==> src/rtl/alu_op_decode.sv <==
// Decode/issue stage: 32-bit instruction words -> ALU function code, register indices, immediate.
// Optional ALU_OP_DECODE_STATS_EN adds accept_count / illegal_count outputs.

`ifndef FUNC_BITS
`define FUNC_BITS 5
`endif
`ifndef WORD_SIZE
`define WORD_SIZE 32
`endif
`ifndef ADD
`define ADD  5'h00
`define SUB  5'h01
`define AND  5'h02
`define OR   5'h03
`define XOR  5'h04
`define NAND 5'h05
`define NOR  5'h06
`define XNOR 5'h07
`define MVHI 5'h08
`define F    5'h10
`define EQ   5'h11
`define LT   5'h12
`define LTE  5'h13
`define T    5'h14
`define NE   5'h15
`define GTE  5'h16
`define GT   5'h17
`endif

module alu_op_decode #(
   parameter int unsigned DEPTH     = 2,
   parameter int unsigned WORD_SIZE = `WORD_SIZE
) (
   input  logic                  clk,
   input  logic                  reset,
   input  logic                  in_valid,
   input  logic [31:0]           in_inst,
   output logic                  in_ready,
   output logic                  out_valid,
   input  logic                  out_ready,
   output logic [`FUNC_BITS-1:0] out_func,
   output logic [3:0]            out_rd,
   output logic [3:0]            out_rs1,
   output logic [3:0]            out_rs2,
   output logic [WORD_SIZE-1:0]  out_imm,
   output logic                  out_use_imm,
   output logic                  illegal,
   output logic                  illegal_seen
`ifdef ALU_OP_DECODE_STATS_EN
   ,
   output logic [31:0]           accept_count,
   output logic [15:0]           illegal_count
`endif
);

   localparam int unsigned CNT_W = 2;

   typedef struct packed {
      logic [`FUNC_BITS-1:0] func;
      logic [3:0]            rd;
      logic [3:0]            rs1;
      logic [3:0]            rs2;
      logic [WORD_SIZE-1:0]  imm;
      logic                  use_imm;
   } entry_t;

   entry_t           head_q, tail_q, dec;
   logic [CNT_W-1:0] count_q, count_nxt;
   logic             dec_legal, is_mvhi;
   logic             accept, push, pop;
   logic [3:0]       op, fn;

   assign op = in_inst[31:28];
   assign fn = in_inst[27:24];

   // Combinational decode of the instruction presented at the input.
   always_comb begin
      dec_legal   = 1'b0;
      is_mvhi     = 1'b0;
      dec.func    = '0;
      dec.use_imm = (op == 4'h4) || (op == 4'h5);
      dec.rd      = in_inst[23:20];
      dec.rs1     = in_inst[19:16];
      dec.rs2     = in_inst[15:12];
      case (op)
         4'hC, 4'h4: begin
            dec_legal = 1'b1;
            case (fn)
               4'h0: dec.func = `ADD;
               4'h1: dec.func = `SUB;
               4'h2: dec.func = `AND;
               4'h3: dec.func = `OR;
               4'h4: dec.func = `XOR;
               4'h5: dec.func = `NAND;
               4'h6: dec.func = `NOR;
               4'h7: dec.func = `XNOR;
               4'h8: begin dec.func = `MVHI; is_mvhi = 1'b1; end
               default: dec_legal = 1'b0;
            endcase
         end
         4'hD, 4'h5: begin
            dec_legal = 1'b1;
            case (fn)
               4'h0: dec.func = `F;
               4'h1: dec.func = `EQ;
               4'h2: dec.func = `LT;
               4'h3: dec.func = `LTE;
               4'h4: dec.func = `T;
               4'h5: dec.func = `NE;
               4'h6: dec.func = `GTE;
               4'h7: dec.func = `GT;
               default: dec_legal = 1'b0;
            endcase
         end
         default: dec_legal = 1'b0;
      endcase
      // MVHI takes its immediate unsigned; everything else sign-extends.
      dec.imm = is_mvhi ? {{(WORD_SIZE-16){1'b0}}, in_inst[15:0]}
                        : {{(WORD_SIZE-16){in_inst[15]}}, in_inst[15:0]};
   end

   assign accept    = in_valid && in_ready;
   assign push      = accept && dec_legal;
   assign pop       = out_valid && out_ready;
   assign count_nxt = count_q + CNT_W'(push) - CNT_W'(pop);

   // Two-entry FIFO: head_q always drives the outputs, tail_q holds the second entry.
   always_ff @(posedge clk or posedge reset) begin
      if (reset) begin
         count_q      <= '0;
         head_q       <= '0;
         tail_q       <= '0;
         in_ready     <= 1'b1;
         out_valid    <= 1'b0;
         illegal      <= 1'b0;
         illegal_seen <= 1'b0;
      end else begin
         count_q   <= count_nxt;
         in_ready  <= (count_nxt != CNT_W'(DEPTH));
         out_valid <= (count_nxt != '0);
         illegal   <= accept && !dec_legal;
         if (accept && !dec_legal)
            illegal_seen <= 1'b1;

         if (pop && (count_q == 2'd2))
            head_q <= tail_q;
         else if (push && ((count_q == 2'd0) || (count_q == 2'd1 && pop)))
            head_q <= dec;

         if (push && (count_q == 2'd1) && !pop)
            tail_q <= dec;
      end
   end

   assign out_func    = head_q.func;
   assign out_rd      = head_q.rd;
   assign out_rs1     = head_q.rs1;
   assign out_rs2     = head_q.rs2;
   assign out_imm     = head_q.imm;
   assign out_use_imm = head_q.use_imm;

`ifdef ALU_OP_DECODE_STATS_EN
   // Legal-push counter wraps; illegal counter saturates.
   always_ff @(posedge clk or posedge reset) begin
      if (reset) begin
         accept_count  <= '0;
         illegal_count <= '0;
      end else begin
         if (push)
            accept_count <= accept_count + 32'd1;
         if (accept && !dec_legal && (illegal_count != 16'hFFFF))
            illegal_count <= illegal_count + 16'd1;
      end
   end
`endif

endmodule

==> config.mk <==
export PLATFORM = sky130hd
export DESIGN_NAME = alu_op_decode
export DESIGN_NICKNAME = d
export VERILOG_FILES = /design/src/rtl/alu_op_decode.sv
export SDC_FILE = /design/constraint.sdc
export NUM_CORES = 1
export LEC_CHECK = 0
export ABC_AREA = 1
export BUFFER_PORTS_ARGS = -buffer_cell sky130_fd_sc_hd__buf_2
export CORE_ASPECT_RATIO = 0.75
export CORE_MARGIN = 10
export CORE_UTILIZATION = 57
export DETAILED_ROUTE_END_ITERATION = 10
export PLACE_DENSITY = 0.85
export SLEW_MARGIN = 20
export SYNTH_ARGS = -nofsm -noshare
export SYNTH_HDL_FRONTEND = slang
export SYNTH_SLANG_ARGS = --single-unit
==> constraint.sdc <==
create_clock -name clk -period 3.3 [get_ports clk]
set_clock_uncertainty 0.15 [all_clocks]
set_input_delay 0.165 -clock clk [delete_from_list [all_inputs] [get_ports clk]]
set_output_delay 0.165 -clock clk [all_outputs]
set_load 0.05 [all_outputs]
==> flow_metrics.tcl <==
set metrics [dict create \
    outcome "finished clean" \
    std_cell_rows 24 \
    antenna_diode_count 0 \
    critical_path.max_fanout 5 \
    p_leak_nw 2.24 \
    worst_case_vdd_ir_drop_v 0.000679 \
    antenna_found_initial 0 \
    syn-instance-count 400 \
    p_per_area_nw_per_um2 947 \
    synth_top_area_share 0.495 \
    clock_latency_ns 0.34 \
    synth_area_per_cell_sq_um 8.47 \
    length_in_cells_of_the_worst_reg_to_reg_path 9 \
    post_drt_wl_per_cell_um 13.7 \
    grt_total_ovfl 0 \
    io_pins 90 \
    most_used_dff_post_synth "dfrtp_1" \
    max_slew_margin 0.462 \
    die_y_um 86.8 \
    ys_types 26 \
    worst_setup_hold_path_clk_slew_ns 0.08 \
    drcViolationCount 0 \
    post_route_setup_tns_ns 0 \
    gp_congestion 0.777 \
    ctsRootBufferMaster "clkbuf_8" \
    post-synth-top-area-cell "dfrtp_1" \
    grt_pass1_vias 2739 \
    drv_cap 0 \
    timing_worst_slew_pin_value_ns 0.806 \
    fmax_mhz 426 \
    critical_path.endpoint_type "flip-flop" \
    ff_to_ff_start "in_ready" \
    synthMostInstantiatedCell "nand2_1" \
    nFillCells 479 \
    post_cts_repair_timing_setup_buffer_count 0 \
    ff2ff_setup_slack_ns 1.09 \
    min_path_type "in -> reg" \
    required_ns 3.38 \
    postSynthRegisterBits 68 \
    timing.final.setup_violations 0 \
    post_route_utilization 0.717 \
    worst_setup_path_endpoint "out_valid" \
    design.die.area_sq_um 9460 \
    yosys_warnings 0 \
    setup.worst_path.start "in_inst[26]" \
    hold_violations 0 \
    port-buffer-count 89 \
    drt_first_pass_iters 5 \
    grt_max_degree 62 \
    grt_setup_unrepaired "false" \
    hpwlAfterDp_mm 5.32 \
    postSynth.asyncResetShare 1.00 \
    synth-edff-count 0 \
    drtIter0Drc 157 \
    layout_min_cycle_time_ns 2.35 \
    synthTopCellsByArea "dfrtp_1 (49%), nand2_1 (16%), nand3_1 (4.7%)" \
    clock_sinks 68 \
    finalWirelength_mm 7.87 \
    final_nets 531 \
    final.period_utilization 0.711 \
    vias 2800 \
    cts_made_buffers 9 \
    final_max_tran_viols 0 \
    r2r-end "out_valid" \
    chipWidth_um 109 \
    drt-vias-per-instance 4.86 \
    cts_max_level 3 \
    synth_nets 438 \
    core_sq_um 5800 \
    synth.yosys.seq_area_share 0.503 \
    synthTopCellsByCount "nand2_1 (142), dfrtp_1 (67), inv_1 (33)" \
    clock_tree.buffer_depth 2 \
    synthToLayoutAreaGrowth_pct 22.6 \
    wire_length_of_the_first_global_routing_pass_mm 13.1 \
    global_route_usage_over_all_layers 0.173 \
    tritoncts "done" \
    critical_path.startpoint_type "input port" \
    route.antenna.remaining_nets 0 \
    crit_arrival_ns 2.43 \
    timing_worst_setup_path_type "in -> reg" \
    drive_gt1_frac 0.277 \
    mappedNetlistArea_sq_um 3390 \
    initial_core_util 0.585 \
]
## stage by stage
| step | instances | power [W] | cell area, sq um | worst slack, ns | hold WS, ns |
|---|---|---|---|---|---|
| finish | 576 | 0.00393 | 4160 | 0.953 | 0.0177 |
| global route | 576 | 0.00417 | 4160 | 0.829 | 0.0343 |
| CTS | 576 | 0.00396 | 4160 | 0.976 | 0.000679 |
| detailed placement | 529 | 0.00322 | 3630 | 1.09 | 0.0695 |
| global placement | 529 | 0.00317 | 3630 | 1.17 | 0.0626 |
| floorplan | 400 | 0.00295 | 3390 | 0.982 | 0.157 |
## report_power, final
| part | leakage, nW | total, W | internal [W] | switching (W) |
|---|---|---|---|---|
| sequential | 0.881 | 0.00129 | 0.00111 | 0.000171 |
| combinational | 1.26 | 0.00194 | 0.000443 | 0.00149 |
| clock | 0.0938 | 0.000712 | 0.000390 | 0.000323 |
## what timing repair did
item                                   CTS  global route
resized for setup                        0             0
hold buffers                            31             0
endpoints found under the hold margin   53             0
## worst min-delay path by stage
stage,from,end,depth (start not counted)
after CTS,in_inst[29],tail_q[0],4
after global routing,in_inst[29],tail_q[0],4
after detailed placement,reset,out_rd[0],2
final,in_inst[29],tail_q[0],4
after global placement,reset,out_rd[1],2
after floorplan,in_inst[15],tail_q[16],2
## cell type report
class	count	area, sq um	area share
Clock inverter	5	60.1	0.0145
Sequential cell	68	1700	0.410
Timing Repair Buffer	122	771	0.185
Multi-Input combinational cell	257	1240	0.299
Inverter	35	131	0.0316
Clock buffer	11	151	0.0364
Tap cell	78	97.6	0.0235
## layer usage
metal	up-vias	wire, um	global-route usage
met5	-	0	0
met4	0	16	0.0502
met3	2	683	0.0719
met2	91	3710	0.276
met1	1275	3460	0.208
li1	1432	-	-
## cells in the final DEF, fill, tap and decap left out, types with 2 or more instances in the layout
master	count
buf_2	89
buf_4	2
clkbuf_8	11
clkinvlp_4	4
dfrtp_1	67
dlygate4sd3_1	31
ha_1	2
inv_1	32
inv_2	3
nand2_1	142
nand2_4	2
nand3_1	32
nand3_4	2
nand4_1	2
nor2_1	7
o21ai_0	26
o21ai_1	15
o21ai_2	18
or2_2	2
## cells by family (layout without fill, tap and decap cells)
family / after synthesis / after routing / share of synthesized area
AOI/OAI and AO/OA: 60 / 60 / 0.109
xor gates and xnor gates: 2 / 2 / 0.00517
adders and majority gates: 2 / 2 / 0.00738
buffers and inverters: 75 / 173 / 0.131
DFF: 68 / 68 / 0.503
and+or+nand+nor: 193 / 193 / 0.245
## sequential cells by signal, indices dropped and copies added, names as in the netlist, 2 cells and up
register  cells
count_q       2
out_func      5
out_imm      14
out_rd        4
out_rs1       4
out_rs2       3
tail_q       31
## worst max-delay path, cell delays in order
cell and delay, ns:
dlygate4sd3_1 0.54, buf_2 0.14, nor2_1 0.14, nand3_1 0.11, nand2_2 0.16, nand2_1 0.08, ha_1 0.27, inv_1 0.04
ha_1 0.18, xnor2_1 0.13, xor2_1 0.18, or2_2 0.29
(Power assumes the default switching activity.)
